File: src/rtl/avmm2axi4l_bridge_if.sv
// Avalon-MM host port and AXI4-Lite master port of avmm2axi4l_bridge in one bundle.
// slave: the bridge's view (Avalon slave / AXI master); master: host plus AXI target side.
interface avmm2axi4l_bridge_if #(
  parameter int ADDR_WIDTH = 16,
  parameter int DATA_WIDTH = 32,
  parameter int STRB_WIDTH = DATA_WIDTH / 8
);
  logic [ADDR_WIDTH-1:0] avs_address;
  logic                  avs_read;
  logic                  avs_write;
  logic [DATA_WIDTH-1:0] avs_writedata;
  logic [STRB_WIDTH-1:0] avs_byteenable;
  logic                  avs_waitrequest;
  logic [DATA_WIDTH-1:0] avs_readdata;
  logic                  avs_readdatavalid;
  logic                  avs_writeresponsevalid;
  logic [1:0]            avs_response;

  logic [ADDR_WIDTH-1:0] axi_master_awaddr;
  logic [2:0]            axi_master_awprot;
  logic                  axi_master_awvalid;
  logic                  axi_master_awready;
  logic [DATA_WIDTH-1:0] axi_master_wdata;
  logic [STRB_WIDTH-1:0] axi_master_wstrb;
  logic                  axi_master_wvalid;
  logic                  axi_master_wready;
  logic [1:0]            axi_master_bresp;
  logic                  axi_master_bvalid;
  logic                  axi_master_bready;
  logic [ADDR_WIDTH-1:0] axi_master_araddr;
  logic [2:0]            axi_master_arprot;
  logic                  axi_master_arvalid;
  logic                  axi_master_arready;
  logic [DATA_WIDTH-1:0] axi_master_rdata;
  logic [1:0]            axi_master_rresp;
  logic                  axi_master_rvalid;
  logic                  axi_master_rready;

  modport slave (
    input  avs_address, avs_read, avs_write, avs_writedata, avs_byteenable,
    output avs_waitrequest, avs_readdata, avs_readdatavalid, avs_writeresponsevalid, avs_response,
    output axi_master_awaddr, axi_master_awprot, axi_master_awvalid,
    input  axi_master_awready,
    output axi_master_wdata, axi_master_wstrb, axi_master_wvalid,
    input  axi_master_wready,
    input  axi_master_bresp, axi_master_bvalid,
    output axi_master_bready,
    output axi_master_araddr, axi_master_arprot, axi_master_arvalid,
    input  axi_master_arready,
    input  axi_master_rdata, axi_master_rresp, axi_master_rvalid,
    output axi_master_rready
  );

  modport master (
    output avs_address, avs_read, avs_write, avs_writedata, avs_byteenable,
    input  avs_waitrequest, avs_readdata, avs_readdatavalid, avs_writeresponsevalid, avs_response,
    input  axi_master_awaddr, axi_master_awprot, axi_master_awvalid,
    output axi_master_awready,
    input  axi_master_wdata, axi_master_wstrb, axi_master_wvalid,
    output axi_master_wready,
    output axi_master_bresp, axi_master_bvalid,
    input  axi_master_bready,
    input  axi_master_araddr, axi_master_arprot, axi_master_arvalid,
    output axi_master_arready,
    output axi_master_rdata, axi_master_rresp, axi_master_rvalid,
    input  axi_master_rready
  );
endinterface

File: src/rtl/avmm2axi4l_bridge.sv
// Avalon-MM slave to AXI4-Lite master bridge, one transaction outstanding at a time.
// Define AVMM2AXI4L_TIMEOUT_EN to add the response timeout (TIMEOUT_CYCLES) and idle response draining.
module avmm2axi4l_bridge #(
  parameter int ADDR_WIDTH     = 16,
  parameter int DATA_WIDTH     = 32,
  parameter int STRB_WIDTH     = DATA_WIDTH / 8,
  parameter int TIMEOUT_CYCLES = 1024
) (
  input logic clk,
  input logic softreset,
  avmm2axi4l_bridge_if.slave bus
);

  typedef enum logic [2:0] {
    IDLE    = 3'd0,
    WR_REQ  = 3'd1,
    WR_RESP = 3'd2,
    RD_REQ  = 3'd3,
    RD_RESP = 3'd4
  } state_t;

  state_t                r_state;
  logic [ADDR_WIDTH-1:0] r_addr;
  logic [DATA_WIDTH-1:0] r_wdata;
  logic [STRB_WIDTH-1:0] r_strb;
  logic [DATA_WIDTH-1:0] r_rdata;
  logic [1:0]            r_resp;
  logic                  r_waitrequest;
  logic                  r_awvalid;
  logic                  r_wvalid;
  logic                  r_bready;
  logic                  r_arvalid;
  logic                  r_rready;
  logic                  r_rdv;
  logic                  r_wrv;

  logic w_accept;
  logic w_aw_done;
  logic w_w_done;
  logic w_timeout;

  assign w_accept  = (r_state == IDLE) & ~r_waitrequest & (bus.avs_read | bus.avs_write);
  assign w_aw_done = ~r_awvalid | bus.axi_master_awready;
  assign w_w_done  = ~r_wvalid | bus.axi_master_wready;

`ifdef AVMM2AXI4L_TIMEOUT_EN
  localparam int   CNT_W      = $clog2(TIMEOUT_CYCLES + 1);
  localparam logic IDLE_READY = 1'b1;

  logic [CNT_W-1:0] r_cnt;

  assign w_timeout = (r_cnt == CNT_W'(TIMEOUT_CYCLES - 1));

  // Response wait counter; zero on entry to either response state.
  always_ff @(posedge clk or posedge softreset) begin
    if (softreset) begin
      r_cnt <= '0;
    end else if ((r_state == WR_RESP) || (r_state == RD_RESP)) begin
      r_cnt <= r_cnt + CNT_W'(1);
    end else begin
      r_cnt <= '0;
    end
  end
`else
  localparam logic IDLE_READY = 1'b0;

  logic w_unused_timeout;

  assign w_timeout        = 1'b0;
  assign w_unused_timeout = (TIMEOUT_CYCLES != 32'sd0);
`endif

  // Transaction FSM; every bus-facing output is a register driven here.
  always_ff @(posedge clk or posedge softreset) begin
    if (softreset) begin
      r_state       <= IDLE;
      r_addr        <= '0;
      r_wdata       <= '0;
      r_strb        <= '0;
      r_rdata       <= '0;
      r_resp        <= 2'b00;
      r_waitrequest <= 1'b1;
      r_awvalid     <= 1'b0;
      r_wvalid      <= 1'b0;
      r_bready      <= 1'b0;
      r_arvalid     <= 1'b0;
      r_rready      <= 1'b0;
      r_rdv         <= 1'b0;
      r_wrv         <= 1'b0;
    end else begin
      r_rdv <= 1'b0;
      r_wrv <= 1'b0;
      case (r_state)
        IDLE: begin
          r_rready <= IDLE_READY;
          r_bready <= IDLE_READY;
          // waitrequest is still high for the cycle holding the completion pulse
          if (r_waitrequest) begin
            r_waitrequest <= 1'b0;
          end else if (w_accept) begin
            r_waitrequest <= 1'b1;
            r_addr        <= bus.avs_address;
            r_wdata       <= bus.avs_writedata;
            r_strb        <= bus.avs_byteenable;
            r_rready      <= 1'b0;
            r_bready      <= 1'b0;
            if (bus.avs_write) begin
              r_state   <= WR_REQ;
              r_awvalid <= 1'b1;
              r_wvalid  <= 1'b1;
            end else begin
              r_state   <= RD_REQ;
              r_arvalid <= 1'b1;
            end
          end
        end
        WR_REQ: begin
          if (w_aw_done && w_w_done) begin
            r_awvalid <= 1'b0;
            r_wvalid  <= 1'b0;
            r_bready  <= 1'b1;
            r_state   <= WR_RESP;
          end else begin
            if (bus.axi_master_awready) r_awvalid <= 1'b0;
            if (bus.axi_master_wready)  r_wvalid  <= 1'b0;
          end
        end
        WR_RESP: begin
          if (bus.axi_master_bvalid) begin
            r_resp   <= bus.axi_master_bresp;
            r_wrv    <= 1'b1;
            r_bready <= IDLE_READY;
            r_state  <= IDLE;
          end else if (w_timeout) begin
            r_resp   <= 2'b11;
            r_wrv    <= 1'b1;
            r_bready <= IDLE_READY;
            r_state  <= IDLE;
          end
        end
        RD_REQ: begin
          if (bus.axi_master_arready) begin
            r_arvalid <= 1'b0;
            r_rready  <= 1'b1;
            r_state   <= RD_RESP;
          end
        end
        RD_RESP: begin
          if (bus.axi_master_rvalid) begin
            r_rdata  <= bus.axi_master_rdata;
            r_resp   <= bus.axi_master_rresp;
            r_rdv    <= 1'b1;
            r_rready <= IDLE_READY;
            r_state  <= IDLE;
          end else if (w_timeout) begin
            r_rdata  <= {DATA_WIDTH{1'b1}};
            r_resp   <= 2'b11;
            r_rdv    <= 1'b1;
            r_rready <= IDLE_READY;
            r_state  <= IDLE;
          end
        end
        default: begin
          r_state       <= IDLE;
          r_waitrequest <= 1'b1;
          r_awvalid     <= 1'b0;
          r_wvalid      <= 1'b0;
          r_arvalid     <= 1'b0;
          r_bready      <= 1'b0;
          r_rready      <= 1'b0;
        end
      endcase
    end
  end

  assign bus.avs_waitrequest        = r_waitrequest;
  assign bus.avs_readdata           = r_rdata;
  assign bus.avs_readdatavalid      = r_rdv;
  assign bus.avs_writeresponsevalid = r_wrv;
  assign bus.avs_response           = r_resp;

  assign bus.axi_master_awaddr  = r_addr;
  assign bus.axi_master_awprot  = 3'b000;
  assign bus.axi_master_awvalid = r_awvalid;
  assign bus.axi_master_wdata   = r_wdata;
  assign bus.axi_master_wstrb   = r_strb;
  assign bus.axi_master_wvalid  = r_wvalid;
  assign bus.axi_master_bready  = r_bready;
  assign bus.axi_master_araddr  = r_addr;
  assign bus.axi_master_arprot  = 3'b000;
  assign bus.axi_master_arvalid = r_arvalid;
  assign bus.axi_master_rready  = r_rready;

endmodule

File: src/flat_wrapper.sv
// flat-port wrapper written by rule: the top's interface ports become plain ports
module avmm2axi4l_bridge_flat 
#(
  parameter int ADDR_WIDTH     = 16,
  parameter int DATA_WIDTH     = 32,
  parameter int STRB_WIDTH     = DATA_WIDTH / 8,
  parameter int TIMEOUT_CYCLES = 1024
)
  (clk, softreset, bus_avs_address, bus_avs_read, bus_avs_write, bus_avs_writedata, bus_avs_byteenable, bus_avs_waitrequest, bus_avs_readdata, bus_avs_readdatavalid, bus_avs_writeresponsevalid, bus_avs_response, bus_axi_master_awaddr, bus_axi_master_awprot, bus_axi_master_awvalid, bus_axi_master_awready, bus_axi_master_wdata, bus_axi_master_wstrb, bus_axi_master_wvalid, bus_axi_master_wready, bus_axi_master_bresp, bus_axi_master_bvalid, bus_axi_master_bready, bus_axi_master_araddr, bus_axi_master_arprot, bus_axi_master_arvalid, bus_axi_master_arready, bus_axi_master_rdata, bus_axi_master_rresp, bus_axi_master_rvalid, bus_axi_master_rready);
  avmm2axi4l_bridge_if #(.ADDR_WIDTH(ADDR_WIDTH), .DATA_WIDTH(DATA_WIDTH), .STRB_WIDTH(STRB_WIDTH)) bus_i ();
  input logic clk;
  input logic softreset;
  input wire logic [$bits(bus_i.avs_address)-1:0] bus_avs_address;
  input wire logic [$bits(bus_i.avs_read)-1:0] bus_avs_read;
  input wire logic [$bits(bus_i.avs_write)-1:0] bus_avs_write;
  input wire logic [$bits(bus_i.avs_writedata)-1:0] bus_avs_writedata;
  input wire logic [$bits(bus_i.avs_byteenable)-1:0] bus_avs_byteenable;
  output wire logic [$bits(bus_i.avs_waitrequest)-1:0] bus_avs_waitrequest;
  output wire logic [$bits(bus_i.avs_readdata)-1:0] bus_avs_readdata;
  output wire logic [$bits(bus_i.avs_readdatavalid)-1:0] bus_avs_readdatavalid;
  output wire logic [$bits(bus_i.avs_writeresponsevalid)-1:0] bus_avs_writeresponsevalid;
  output wire logic [$bits(bus_i.avs_response)-1:0] bus_avs_response;
  output wire logic [$bits(bus_i.axi_master_awaddr)-1:0] bus_axi_master_awaddr;
  output wire logic [$bits(bus_i.axi_master_awprot)-1:0] bus_axi_master_awprot;
  output wire logic [$bits(bus_i.axi_master_awvalid)-1:0] bus_axi_master_awvalid;
  input wire logic [$bits(bus_i.axi_master_awready)-1:0] bus_axi_master_awready;
  output wire logic [$bits(bus_i.axi_master_wdata)-1:0] bus_axi_master_wdata;
  output wire logic [$bits(bus_i.axi_master_wstrb)-1:0] bus_axi_master_wstrb;
  output wire logic [$bits(bus_i.axi_master_wvalid)-1:0] bus_axi_master_wvalid;
  input wire logic [$bits(bus_i.axi_master_wready)-1:0] bus_axi_master_wready;
  input wire logic [$bits(bus_i.axi_master_bresp)-1:0] bus_axi_master_bresp;
  input wire logic [$bits(bus_i.axi_master_bvalid)-1:0] bus_axi_master_bvalid;
  output wire logic [$bits(bus_i.axi_master_bready)-1:0] bus_axi_master_bready;
  output wire logic [$bits(bus_i.axi_master_araddr)-1:0] bus_axi_master_araddr;
  output wire logic [$bits(bus_i.axi_master_arprot)-1:0] bus_axi_master_arprot;
  output wire logic [$bits(bus_i.axi_master_arvalid)-1:0] bus_axi_master_arvalid;
  input wire logic [$bits(bus_i.axi_master_arready)-1:0] bus_axi_master_arready;
  input wire logic [$bits(bus_i.axi_master_rdata)-1:0] bus_axi_master_rdata;
  input wire logic [$bits(bus_i.axi_master_rresp)-1:0] bus_axi_master_rresp;
  input wire logic [$bits(bus_i.axi_master_rvalid)-1:0] bus_axi_master_rvalid;
  output wire logic [$bits(bus_i.axi_master_rready)-1:0] bus_axi_master_rready;
  assign bus_i.avs_address = bus_avs_address;
  assign bus_i.avs_read = bus_avs_read;
  assign bus_i.avs_write = bus_avs_write;
  assign bus_i.avs_writedata = bus_avs_writedata;
  assign bus_i.avs_byteenable = bus_avs_byteenable;
  assign bus_avs_waitrequest = bus_i.avs_waitrequest;
  assign bus_avs_readdata = bus_i.avs_readdata;
  assign bus_avs_readdatavalid = bus_i.avs_readdatavalid;
  assign bus_avs_writeresponsevalid = bus_i.avs_writeresponsevalid;
  assign bus_avs_response = bus_i.avs_response;
  assign bus_axi_master_awaddr = bus_i.axi_master_awaddr;
  assign bus_axi_master_awprot = bus_i.axi_master_awprot;
  assign bus_axi_master_awvalid = bus_i.axi_master_awvalid;
  assign bus_i.axi_master_awready = bus_axi_master_awready;
  assign bus_axi_master_wdata = bus_i.axi_master_wdata;
  assign bus_axi_master_wstrb = bus_i.axi_master_wstrb;
  assign bus_axi_master_wvalid = bus_i.axi_master_wvalid;
  assign bus_i.axi_master_wready = bus_axi_master_wready;
  assign bus_i.axi_master_bresp = bus_axi_master_bresp;
  assign bus_i.axi_master_bvalid = bus_axi_master_bvalid;
  assign bus_axi_master_bready = bus_i.axi_master_bready;
  assign bus_axi_master_araddr = bus_i.axi_master_araddr;
  assign bus_axi_master_arprot = bus_i.axi_master_arprot;
  assign bus_axi_master_arvalid = bus_i.axi_master_arvalid;
  assign bus_i.axi_master_arready = bus_axi_master_arready;
  assign bus_i.axi_master_rdata = bus_axi_master_rdata;
  assign bus_i.axi_master_rresp = bus_axi_master_rresp;
  assign bus_i.axi_master_rvalid = bus_axi_master_rvalid;
  assign bus_axi_master_rready = bus_i.axi_master_rready;
  avmm2axi4l_bridge #(.ADDR_WIDTH(ADDR_WIDTH), .DATA_WIDTH(DATA_WIDTH), .STRB_WIDTH(STRB_WIDTH), .TIMEOUT_CYCLES(TIMEOUT_CYCLES)) u_core (.clk(clk), .softreset(softreset), .bus(bus_i));
endmodule
File: config.mk
export PLATFORM = sky130hd
export DESIGN_NAME = avmm2axi4l_bridge_flat
export DESIGN_NICKNAME = d
export VERILOG_FILES = /design/src/rtl/avmm2axi4l_bridge_if.sv /design/src/rtl/avmm2axi4l_bridge.sv /design/src/flat_wrapper.sv
export SDC_FILE = /design/constraint.sdc
export NUM_CORES = 1
export LEC_CHECK = 0
export CAP_MARGIN = 10
export CORE_ASPECT_RATIO = 2
export CORE_MARGIN = 10
export CORE_UTILIZATION = 39
export CTS_BUF_LIST = sky130_fd_sc_hd__clkbuf_8 sky130_fd_sc_hd__clkbuf_16
export CTS_CLUSTER_SIZE = 40
export DETAILED_ROUTE_END_ITERATION = 16
export PLACE_DENSITY = 0.81
export SYNTH_ARGS = -nofsm -noshare
export SYNTH_HDL_FRONTEND = slang
export SYNTH_SLANG_ARGS = --single-unit
File: constraint.sdc
create_clock -name clk -period 4.7 [get_ports clk]
set_input_delay 1.41 -clock clk [delete_from_list [all_inputs] [get_ports clk]]
set_output_delay 1.41 -clock clk [all_outputs]
set_load 0.01 [all_outputs]
==> results of run 1 <==
-- per-layer routing --
layer  GRT usage, %  vias to the layer above  routed length [um]
li1               -                     1301                   -
met1           14.4                     1381                3960
met2           30.4                      104                6970
met3           5.10                       10                 774
met4           4.87                        0                 145
met5              0                        -                   0
-- layout make-up --
cell class,instances,area (um^2),share of cell area [%]
Inverter,3,13.8,0.215
Multi-Input combinational cell,142,1320,20.7
Clock inverter,6,115,1.80
Tap cell,135,169,2.64
Clock buffer,10,239,3.74
Sequential cell,97,2430,38.0
Timing Repair Buffer,210,2100,32.9
-- cell families (layout without fill, tap and decap cells) --
logic type	count (synthesis)	in the layout	synth area share [%]
AOI/OAI and AO/OA	17	17	2.84
xor gates and xnor gates	1	1	0.219
buffers and inverters	38	229	7.12
DFF	97	97	60.6
muxes	89	89	25.0
other	1	6	0.0936
and+or+nand+nor	29	29	4.12
-- worst max-delay path, delay by kind of cell --
kind	cells	cell delay (ns)
muxes	1	0.35
buffers and inverters	2	0.80
and+or+nand+nor	2	0.72
-- power by group through the flow --
stage | combinational (mW) | clock, mW | sequential (mW)
floorplan | 0.763 | 0 | 1.67
detailed placement | 2.06 | 0 | 1.53
global route | 2.15 | 0.896 | 1.58
finish | 2.01 | 0.840 | 1.51
CTS | 2.07 | 0.864 | 1.52
global placement | 2.01 | 0 | 1.51
-- Yosys cell counts (4+ instances only) --
| cell type | instances |
|---|---|
| buf_4 | 27 |
| nor2b_1 | 5 |
| dfrtp_1 | 96 |
| mux2_2 | 32 |
| buf_6 | 5 |
| nand2b_1 | 4 |
| nand2_1 | 7 |
| mux2_1 | 57 |
| o21ai_0 | 6 |
-- through the flow --
stage | hold WS (ns) | instances | instance area [um^2]
after CTS | 0.490 | 603 | 6390
after floorplan | 0.529 | 277 | 4030
after detailed placement | 0.474 | 587 | 6040
after global routing | 0.503 | 603 | 6390
after global placement | 0.467 | 587 | 6040
final | 0.486 | 603 | 6390
-- registers in the layout (all words and copies together), names as in the netlist, 2 cells and up --
signal                        cells
u_core.bus.axi_master_araddr     16
u_core.bus.avs_readdata          32
u_core.bus.axi_master_wdata      32
u_core.r_state                    3
u_core.bus.axi_master_wstrb       4
u_core.bus.avs_response           2
-- worst paths after layout --
kind,start,to,slack [ns],cells after the start
setup reg to reg,u_core.r_state[2]$_DFFE_PP0P_,u_core.bus.axi_master_araddr[4]$_DFFE_PP0P_,2.28,4
hold reg to reg,u_core.bus.axi_master_wdata[12]$_DFFE_PP0P_,u_core.bus.axi_master_wdata[12]$_DFFE_PP0P_,0.49,1
setup / recovery,bus_avs_write,u_core.bus.axi_master_araddr[4]$_DFFE_PP0P_,1.62,5
max in group asynchronous,softreset,u_core.bus.axi_master_wdata[14]$_DFFE_PP0P_,2.42,3
min in group asynchronous,softreset,u_core.bus.axi_master_wdata[29]$_DFFE_PP0P_,1.47,2
hold / removal,u_core.bus.axi_master_wdata[12]$_DFFE_PP0P_,u_core.bus.axi_master_wdata[12]$_DFFE_PP0P_,0.49,1
==> run metrics, run 1 <==
status=finished, final reports clean; first-pass GRT wire length=18,000 um; clk root buf=clkbuf_16; Seq pwr share=34.7%; Routed Antenna Nets=0; startpoint types=primary input; Cell Pwr Density=684 nW/um^2; drt pass-1 iters=4; kind of critical path=in2reg; final worst slack=1.62 ns; P_leak=2.68 nW; commonest non-fill, non-tap cell in the layout=clkdlybuf4s50_1; Final Max Tran Viols=0; Pwr Total=4.37 mW; largest net degree at the start of global routing=44; Core Footprint=10,100 um^2; DRC Markers=0; vias in the first global route=3,076; maximum vdd drop=0.000451 V; total gr overflow=0; Synth Register Bits=97; DP HPWL=9720 um; CTS tree=yes; Switching Fraction=30.9%; CTS buffer count=9; Worst EP required=4.91 ns; Synth area leaders=dfrtp_1 (60%), mux2_1 (16%), mux2_2 (9.0%), buf_4 (5.1%), buf_6 (1.4%); clock sinks=97; largest area contributor in the netlist=dfrtp_1; Critical-path top delay cell=nor2b_4; ANT cells=0; die width=91.7 um; Post-synth ARST share=100%; H-tree levels=3; Yosys Warn Count=0; Critical Path, Cell by Cell=clkdlybuf4s50_1 -> nor2_1 -> nor2b_4 -> buf_12 -> mux2_1; final setup violation count=0; post-CTS setup buffers=0; Slew headroom=48.2%; Avg Cell Area, Syn=14.7 um^2; TNS Setup=0 ns; max cap viols=0; fin crit period=3.08 ns; Fin. Hold Viols=0; final WL=11,900 um; GP Congestion=0.778; sequential-to-total area share from yosys stat=60.6%; initial DRC count=103; NetSw=1.35 mW; die height=163 um; worst skew pair latency=0.34 ns; Comb power frac=46.1%; RSZ-0062 raised after global routing=no; Final Cycle Share=65.5%; Setup crit end kind=register; CP Data Arrival Time=3.29 ns; design internal power=3.02 mW; Starting Density=39.7%; pre-CTS setup slack=1.25 ns; Worst Tran Pin Value=0.775 ns; fillcell total=778; total vias in the final route=2,796; Max Clk Rate=0.325 GHz; most frequent cells in the layout=clkdlybuf4s50_1 (206), dfrtp_1 (96), mux2_1 (57), mux2_2 (32), clkbuf_16 (9); CP Max Fanout=28; Std-Cell Rows=52; Clock power frac=19.2%; WL/cell=19.7 um; CTS clk-pin slew, worst paths=0.07 ns; Post-synth EDFFs=0; Post-Syn Area=4010 um^2; post-synth top area share=59.9%; Ports=213; CTS Hold Buffers Added=0; CP peak stage delay=0.62 ns; Die ar.=15,000 um^2; ys flop type=dfrtp_1; initial antenna violation count=0; area grow syn2layout=59.4%; min-delay worst type=reg2reg; cells after synthesis=272; vias per std cell=4.64; GR Util All Layers=15.5%; port bufs=206; cts repair resizes=0; maximum buffer depth of the clock tree=2; layout cells sized above 1=12.4%; worst clock skew=0.00784 ns; Final Core Density=63.4%; nets=560; post-synth cell types=32
Power figures use the tool's default switching activity.
==> inputs of run 2 (changes only) <==
- clock period: 4.7 -> 3 ns (I/O delays scaled with it)
==> run metrics, run 2 (same netlist as run 1, synthesis figures left out) <==
cell family with most CP delay=flip-flops; ANT cells=0; Sequential Area=2430 um^2; Worst Tran Pin Value=0.545 ns; Max Clk Rate=0.421 GHz; CP Max Fanout=5; die height=163 um; total vias in the final route=2,810; layout cells sized above 1=12.2%; maximum vdd drop=0.000733 V; clock sinks=97; CP peak stage delay=0.58 ns; vias per std cell=4.66; Post-Layout Cell Count=603; Starting Density=39.7%; area grow syn2layout=58.9%; Pwr Total=6.64 mW; Std-Cell Rows=52; commonest non-fill, non-tap cell in the layout=clkdlybuf4s50_1; Setup crit end kind=primary output; fillcell total=777; die width=91.7 um; total gr overflow=0; Die ar.=15,000 um^2; Final Max Tran Viols=0; Ports=213; Placed Cells=587; worst clock skew=0.0113 ns; CP bufs+invs=1; Cell Pwr Density=1040 nW/um^2; initial DRC count=111; vias in the first global route=3,116; maximum buffer depth of the clock tree=2; Fin. Hold Viols=0; clk root buf=clkbuf_16; WL/cell=19.8 um; CTS buffer count=9; CTS clk-pin slew, worst paths=0.07 ns; largest net degree at the start of global routing=54; Critical Path, Cell by Cell=clkdlybuf4s50_1; GP Congestion=0.743; final WL=11,900 um; Routed Antenna Nets=0; drt pass-1 iters=3; initial antenna violation count=0; first-pass GRT wire length=18,100 um; Critical-path top delay cell=dfstp_2; fin crit period=2.38 ns; P_leak=2.66 nW; multi-input combinational cell area=1320 um^2; RSZ-0062 raised after global routing=no; CTS Hold Buffers Added=0; post-CTS setup buffers=0; CP Data Arrival Time=1.48 ns; H-tree levels=3; GR Util All Layers=15.7%; status=finished, final reports clean; Core Footprint=10,100 um^2; most frequent cells in the layout=clkdlybuf4s50_1 (206), dfrtp_1 (96), mux2_1 (57), mux2_2 (32), clkbuf_16 (9); DP HPWL=9610 um; final setup violation count=0; startpoint types=register; min-delay worst type=reg2reg; Worst EP required=2.10 ns; DRC Markers=0; port bufs=206; nets=560; Slew headroom=63.6%; Final Cycle Share=79.2%; max cap viols=0; cts repair resizes=0; CTS tree=yes; TNS Setup=0 ns; worst skew pair latency=0.34 ns; kind of critical path=reg2out
## run 2: changes by cell type in the layout (fill, tap and decap cells not counted)
| cell | previous run | this run |
|---|---|---|
| clkbuf_8 | 1 | 3 |
| inv_4 | 1 | 0 |
| clkinv_4 | 2 | 1 |
| buf_4 | 3 | 0 |
| clkinvlp_4 | 1 | 3 |
| buf_12 | 1 | 4 |
| inv_1 | 2 | 3 |
| bufinv_16 | 3 | 0 |
## run 2: cell type report
cell class / instances / share of cell area, %
Clock buffer: 12 / 4.18
Multi-Input combinational cell: 142 / 20.7
Tap cell: 135 / 2.65
Clock inverter: 4 / 0.432
Timing Repair Buffer: 210 / 33.6
Inverter: 3 / 0.236
Sequential cell: 97 / 38.1
## run 2: path summary, 6_finish.rpt
kind	slack (ns)	start	depth (start not counted)	end
max	0.62	u_core.bus.avs_waitrequest$_DFFE_PP1N_	1	bus_avs_waitrequest
min	0.48	u_core.bus.axi_master_wdata[3]$_DFFE_PP0P_	1	u_core.bus.axi_master_wdata[3]$_DFFE_PP0P_
max reg2reg	1.06	u_core.r_state[2]$_DFFE_PP0P_	4	u_core.bus.axi_master_araddr[4]$_DFFE_PP0P_
min reg2reg	0.48	u_core.bus.axi_master_wdata[3]$_DFFE_PP0P_	1	u_core.bus.axi_master_wdata[3]$_DFFE_PP0P_
max in group asynchronous	1.43	softreset	3	u_core.bus.avs_readdata[0]$_DFFE_PP0P_
min in group asynchronous	0.98	softreset	2	u_core.bus.axi_master_awvalid$_DFFE_PP0P_
## run 2: per-stage QoR
| step | cell area (um^2) | setup WS (ns) | util, % | hold slack, ns |
|---|---|---|---|---|
| detailed placement | 6070 | 0.539 | 60.2 | 0.474 |
| floorplan | 4030 | 0.953 | - | 0.529 |
| CTS | 6370 | 0.602 | 63.2 | 0.489 |
| global route | 6370 | 0.580 | 63.2 | 0.499 |
| global placement | 6070 | 0.552 | 60.2 | 0.466 |
| finish | 6370 | 0.624 | 63.2 | 0.483 |
## run 2: power breakdown
part / switching [mW] / total, mW / internal (mW)
Clock: 0.471 / 1.10 / 0.629
Combinational: 1.22 / 3.15 / 1.93
Sequential: 0.420 / 2.39 / 1.97
Total: 2.11 / 6.64 / 4.53
## run 2: layer usage
layer	wire length [um]	global-route usage, %	vias up
met5	0	0	-
met2	7150	30.8	104
met3	698	4.78	12
li1	-	-	1300
met4	187	5.87	0
met1	3880	14.4	1394
